**src/rtl/universal_shift_reg.sv**
```systemverilog
// Universal shift register: hold, logical/arithmetic shifts, rotates, load and clear,
// with a saturating count of shift-class operations and a one-cycle completion pulse.
module universal_shift_reg #(
  parameter int WIDTH = 8,
  localparam int CW = $clog2(WIDTH + 1)
) (
  input  logic             clk,
  input  logic             rst,
  input  logic             en,
  input  logic [2:0]       mode,
  input  logic [WIDTH-1:0] pi,
  input  logic             si,
  output logic [WIDTH-1:0] po,
  output logic             so,
  output logic [CW-1:0]    cnt,
  output logic             done
);

  typedef enum logic [2:0] {
    MODE_HOLD = 3'b000,
    MODE_SHL  = 3'b001,
    MODE_SHR  = 3'b010,
    MODE_LOAD = 3'b011,
    MODE_ROL  = 3'b100,
    MODE_ROR  = 3'b101,
    MODE_ASR  = 3'b110,
    MODE_CLR  = 3'b111
  } mode_e;

  mode_e            op;
  logic [WIDTH-1:0] next_po;
  logic             is_shift;
  logic             is_reset_cnt;

  assign op = mode_e'(mode);

  // NOTE: every always_comb output gets a default first so no path leaves it unassigned (no latch).
  always_comb begin
    next_po      = po;
    is_shift     = 1'b0;
    is_reset_cnt = 1'b0;
    case (op)
      MODE_HOLD: next_po = po;
      MODE_SHL: begin
        next_po  = {po[WIDTH-2:0], si};
        is_shift = 1'b1;
      end
      MODE_SHR: begin
        next_po  = {si, po[WIDTH-1:1]};
        is_shift = 1'b1;
      end
      MODE_LOAD: begin
        next_po      = pi;
        is_reset_cnt = 1'b1;
      end
      MODE_ROL: begin
        next_po  = {po[WIDTH-2:0], po[WIDTH-1]};
        is_shift = 1'b1;
      end
      MODE_ROR: begin
        next_po  = {po[0], po[WIDTH-1:1]};
        is_shift = 1'b1;
      end
      MODE_ASR: begin
        next_po  = {po[WIDTH-1], po[WIDTH-1:1]};
        is_shift = 1'b1;
      end
      MODE_CLR: begin
        next_po      = '0;
        is_reset_cnt = 1'b1;
      end
    endcase
  end

  // Serial output taps the bit about to leave in the direction of a left shift/rotate.
  assign so = (op == MODE_SHL || op == MODE_ROL) ? po[WIDTH-1] : po[0];

  // NOTE: sequential state uses non-blocking assignments so all registers update from pre-edge values.
  always_ff @(posedge clk) begin
    if (rst) begin
      po   <= '0;
      cnt  <= '0;
      done <= 1'b0;
    end else begin
      done <= en && is_shift && (cnt == CW'(WIDTH - 1));
      if (en) begin
        po <= next_po;
        if (is_reset_cnt)
          cnt <= '0;
        else if (is_shift && cnt < CW'(WIDTH))
          cnt <= cnt + CW'(1);
      end
    end
  end

endmodule

```
**config.mk**
```make
export PLATFORM = sky130hd
export DESIGN_NAME = universal_shift_reg
export DESIGN_NICKNAME = d
export VERILOG_FILES = /design/src/rtl/universal_shift_reg.sv
export SDC_FILE = /design/constraint.sdc
export NUM_CORES = 1
export LEC_CHECK = 0
export BUFFER_PORTS_ARGS = -buffer_cell sky130_fd_sc_hd__buf_4
export CAP_MARGIN = 20
export CORE_UTILIZATION = 29
export DETAILED_ROUTE_END_ITERATION = 16
export PLACE_DENSITY = 0.51
export SLEW_MARGIN = 30
export SYNTH_ARGS = -nofsm -noshare
export SYNTH_HDL_FRONTEND = slang
export SYNTH_SLANG_ARGS = --single-unit
```
**constraint.sdc**
```tcl
create_clock -name clk -period 1.3 [get_ports clk]
set_clock_uncertainty 0.2 [all_clocks]
set_input_delay 0.195 -clock clk [delete_from_list [all_inputs] [get_ports clk]]
set_output_delay 0.195 -clock clk [all_outputs]
set_load 0.02 [all_outputs]
```
### Yosys cells after proc, flatten, opt, wreduce, memory -nomap -nowiden

Cells that the tools add are included.

| word-level totals | value |
|---|---|
| flip-flop bits (word level) | 13 |
| input port bits | 15 |
| output and inout bits | 14 |
| word-level logic and storage cells | 33 |

| cells by class | value |
|---|---|
| $add $sub $neg | 1 |
| $lt $le $gt $ge | 1 |
| eq/ne operators | 8 |
| multiplexer cells | 6 |
| bitwise logic cells | 2 |
| reductions and logical operators | 11 |

Operator list:

| cell | count |
|---|---|
| 8-bit one-hot mux with 7 select lines | 1 |
| 3-bit equality test, second input constant | 4 |
| 4-bit two-way mux | 2 |
| 3-bit by 2-bit equality test with 1-bit output, second input constant | 2 |
| 5-bit OR reduction | 1 |
| 4-bit by 1-bit adder with 4-bit output, second input constant | 1 |
| 4-bit by 3-bit equality test with 1-bit output, second input constant | 1 |
| 4-bit less-than comparator, second input constant | 1 |
| 2-bit AND reduction | 2 |
| 3-bit by 1-bit equality test with 1-bit output, second input constant | 1 |
| 1-bit logical AND | 3 |
| 3-bit zero test | 1 |
| 1-bit two-way mux | 3 |
| 3-bit AND reduction | 1 |
| 1-bit NOT | 2 |
| 2-bit nonzero test | 1 |
| 2-bit OR reduction | 1 |
| 1-bit logical OR | 1 |

### Longest topological paths before layout

| logic depth | value |
|---|---|
| depth after elaboration | 6 |
| gate-level depth with buffers | 6 |

### Worst setup path after synthesis

Ideal clock, no wire load.

| timing path | value |
|---|---|
| path kind | input -> register |
| start | in mode[2] |
| end | reg po[1] |
| data arrival time | 1.070 ns |
| setup slack | -0.103 ns |
| cell stages on the path | 5 |
| path buffers | 1 |
| cell sequence | buf_6 nor2b_4 mux2_4 a221oi_1 a211oi_1 |

| between the ends | value |
|---|---|
| cells in the longest elaborated chain, start to end | 3 |
| elaborated cells between the ends (all ways) | 11 |
| classes of those cells | 7 x eq/ne; 1 x mux; 1 x bitwise; 2 x reduce/logical |

Ends and longest elaborated chain:

| element | line | text |
|---|---|---|
| start: declaration | 10 | `input logic [2:0] mode,` |
| branches (longest 3 deep; another with 8-bit one-hot mux with 7 select lines) | n/a |  |
| end signal: assignment | 87 | `po <= next_po;` |
| end: declaration | 13 | `output logic [WIDTH-1:0] po,` |

Parallel ways; which one is timed is not known.
A chain may end at the register's enable or synchronous reset.

### Worst setup path in the final report

| timing path | value |
|---|---|
| start | reg po[7] |
| end | out so |

| between the ends | value |
|---|---|
| cells in the longest elaborated chain, start to end | 1 |

Ends and longest elaborated chain:

| element | line | text |
|---|---|---|
| 1-bit two-way mux | 76 | `assign so = (op == MODE_SHL \|\| op == MODE_ROL) ? po[WIDTH-1] : po[0];` |
| end: declaration | 14 | `output logic so,` |

Every way passes these cells.

==> metrics.md <==
| Metric | Value |
|---|---|
| Number of global-route vias before repair | `about 830` |
| DIE WIDTH | `about 55 um` |
| Layout cells sized above 1 | `between 50% and 60%` |
| Pins Over Slew Limit | `0` |
| Failing checks | `negative setup slack` |
| Crit end category | `output port` |
| Status | `finished with violations` |
| Num CTS Buffers | `3` |
| Number of synthesized flops with an enable pin | `0` |
| Cell Rows | `18` |
| Fmax | `around 700 MHz` |
| Minimum clock period | `1.422 ns` |
| Worst vdd ir | `approximately 0.55 mV` |
| Worst EP required | `approximately 0.90 ns` |
| First-pass GRT wire length | `roughly 3800 um` |
| Worst-path cell chain | `mux2_4, buf_6` |
| Number of remaining DRC errors | `0` |
| Mapped Cells | `96` |
| DRT iter0 DRCs | `5` |
| Die ar. | `about 0.003 sq mm` |
| Max clock buf depth | `2` |
| Slew headroom | `76.12%` |
| IO Pins | `29` |
| FF-to-FF path depth | `4` |
| Area grow syn2layout | `64.75%` |
| Worst R2R Setup Slack | `approximately 0.020 ns` |
| Post-route cell area | `~0.0013 sq mm` |
| Top cells by area, synth | `dfxtp_1 32%, nor2_1 6.5%, a221oi_1 6.5%, a21oi_1 6.2%, a211oi_1 5.6%` |
| Post-synth top area cell | `dfxtp_1` |
| Syn. warnings | `0` |
| Max incr delay on CP | `about 0.36 ns` |
| FF-to-FF End | `po[1]` |
| Average cell area after synthesis | `roughly 8.4 sq um` |
| Final setup margin | `-0.1216 ns` |
| Crit path DAT | `slightly above 1 ns` |
| Total power draw | `between 1000 and 1500 uW` |
| Root buf cell | `clkbuf_4` |
| DIE HEIGHT | `roughly 55 um` |
| Worst Hold End | `po[3]` |
| Fill count | `about 260` |
| CP Max Fanout | `2` |
| Reg2reg start | `po[0]` |
| Worst Setup Path Type | `flip-flop to output port` |
| Total congestion overflow | `0` |
| Asr flop ratio synth | `0%` |
| Yosys cell types | `33` |
| Hold Crit Class | `primary input to flip-flop` |
| Count leader, synth | `nor2_1` |
| Synth top area share | `32.30%` |
| Instance area at placement | `roughly 0.0012 sq mm` |
| TritonCTS clock tree | `built` |
| Post-synth top cells | `14 x nor2_1, 13 x dfxtp_1, 10 x a21oi_1, 7 x nand2_1` |
| DP HPWL | `1712 um` |
| Starting Density | `31.66%` |
| Antenna cell count | `0` |
| Final net count | `160` |
| Sink Count | `13` |
| Count of final hold-check violations | `0` |
| Area of the multi-input gates | `around 560 sq um` |
| Fin util | `52.16%` |
| Endpoints failing setup | `2` |
| Core Region | `around 0.0025 sq mm` |
| Hold depth | `3` |
| Critical path launch point type | `flip-flop` |
| Clock transition at path regs | `approximately 0.09 ns` |
| Average routed wire per standard cell | `between 10 and 15 um` |
| Gpl congestion | `between 0.8 and 0.9` |
| Synthesized Nets | `112` |
| Max cap viols | `0` |
| GRT Overall Usage | `17.95%` |
| Port Buffers | `28` |
| Leak Pwr | `0.0005836 uW` |
| Detail Route Antenna Nets | `0` |
| Worst-Margin Slew | `approximately 0.36 ns` |
| Minimum hold slack | `0.06140 ns` |
| Initial antenna violation count | `0` |
| First drt pass iteration count | `4` |
| Final period util | `109.4%` |
| Setup TNS Final | `-0.2087 ns` |
| Cell Area, Synth | `between 800 and 900 sq um` |
| Clk_lat worst skew | `about 0.28 ns` |
| DR vias/cell | `between 5 and 6` |
| Via Count | `874` |
| CTS H-Tree Depth | `1` |
| Pwr dens | `815.0 mW/mm^2` |
| Top FF cell, synth | `dfxtp_1` |
| Synthesis-stage register bit count | `13` |
| Share of the yosys chip area belonging to registers | `between 30 and 40%` |
| CP max stage cell | `dfxtp_4` |
| RSZ-0062 raised after global routing | `true` |
| Min-delay src | `pi[3]` |
| Drt total wl | `about 2400 um` |
| Seq. cell area | `277.8 sq um` |
| Pin count of the biggest net entering global routing | `12` |
## metrics by stage
step,worst slack [ns],cells
after floorplan,-0.07222,96
after global placement,-0.1841,164
after detailed placement,-0.1887,164
after CTS,-0.1341,171
after global routing,-0.1526,173
final,-0.1216,173
## cell usage in the layout (no fill, tap or decap), drive strengths merged
master	n
buf	48
ha	1
clkbuf	4
a21bo	1
xor2	3
nand3	1
nor3	3
a211oi	6
xnor2	1
or2	6
a32oi	1
nand2	7
o31a	1
o21ai	1
nor2b	1
or3b	1
a31o	1
nand2b	2
mux2i	1
a21oi	10
o221ai	1
a221oi	6
o21bai	1
nor2	14
a41oi	1
a311oi	1
dlygate4sd3	1
a31oi	1
dfxtp	13
inv	2
mux2	2
## report_power, final
| part | total [uW] | switching [uW] | internal, uW |
|---|---|---|---|
| registers | 448 | 23.6 | 424 |
| clock network | 259 | 140 | 119 |
| logic | 375 | 178 | 198 |
| total | 1080 | 341 | 741 |
## layout make-up
type                       count  share of cell area [%]
clock buffer                   4                   1.979
multi-input combinational     75                   42.32
sequential                    13                   20.92
timing repair buffer          49                   31.39
inverter                       2                  0.5655
tap                           30                   2.828
## sequential cells by signal, summed over array words and instances (netlist names)
signal	count
done	1
po	8
cnt	4
## repair_timing
item | 4_1_cts | 5_1_grt
hold buffers | 1 | 0
setup endpoints to repair | 2 | 13
pin swaps | 1 | 2
endpoints found under the hold margin | 9 | 0
buffers inserted | 2 | 2
resized for setup | 10 | 15
## worst max-delay path by stage
stage | startpoint | end | slack [ns]
3_5_place_dp | mode[2] | po[5] | -0.19
4_1_cts | po[7] | so | -0.13
3_3_place_gp | mode[2] | po[2] | -0.18
5_1_grt | po[0] | so | -0.15
2_1_floorplan | mode[2] | po[6] | -0.07
6_report | po[7] | so | -0.12
## critical path, delay by kind of cell, from the launching register on
family / cells / cell delay, ns
mux: 1 / 0.26
flops: 1 / 0.36
buf+inv: 1 / 0.13
## routing by layer
metal | wire (um) | global-route usage, %
met4 | 14 | 3.846
met5 | 0 | 0
met2 | 1223 | 33.33
met1 | 1044 | 19.87
met3 | 101 | 5.000
## cell families after synthesis
| logic type | after synthesis | share of synthesized area (%) |
|---|---|---|
| adders and majority gates | 1 | 1.553 |
| DFF | 13 | 32.30 |
| xor gates and xnor gates | 4 | 4.349 |
| AOI/OAI and AO/OA | 32 | 28.42 |
| muxes | 3 | 4.503 |
| and+or+nand+nor | 35 | 22.20 |
| buffers and inverters | 8 | 6.677 |
Note: power is estimated with default switching activity, not from simulation.
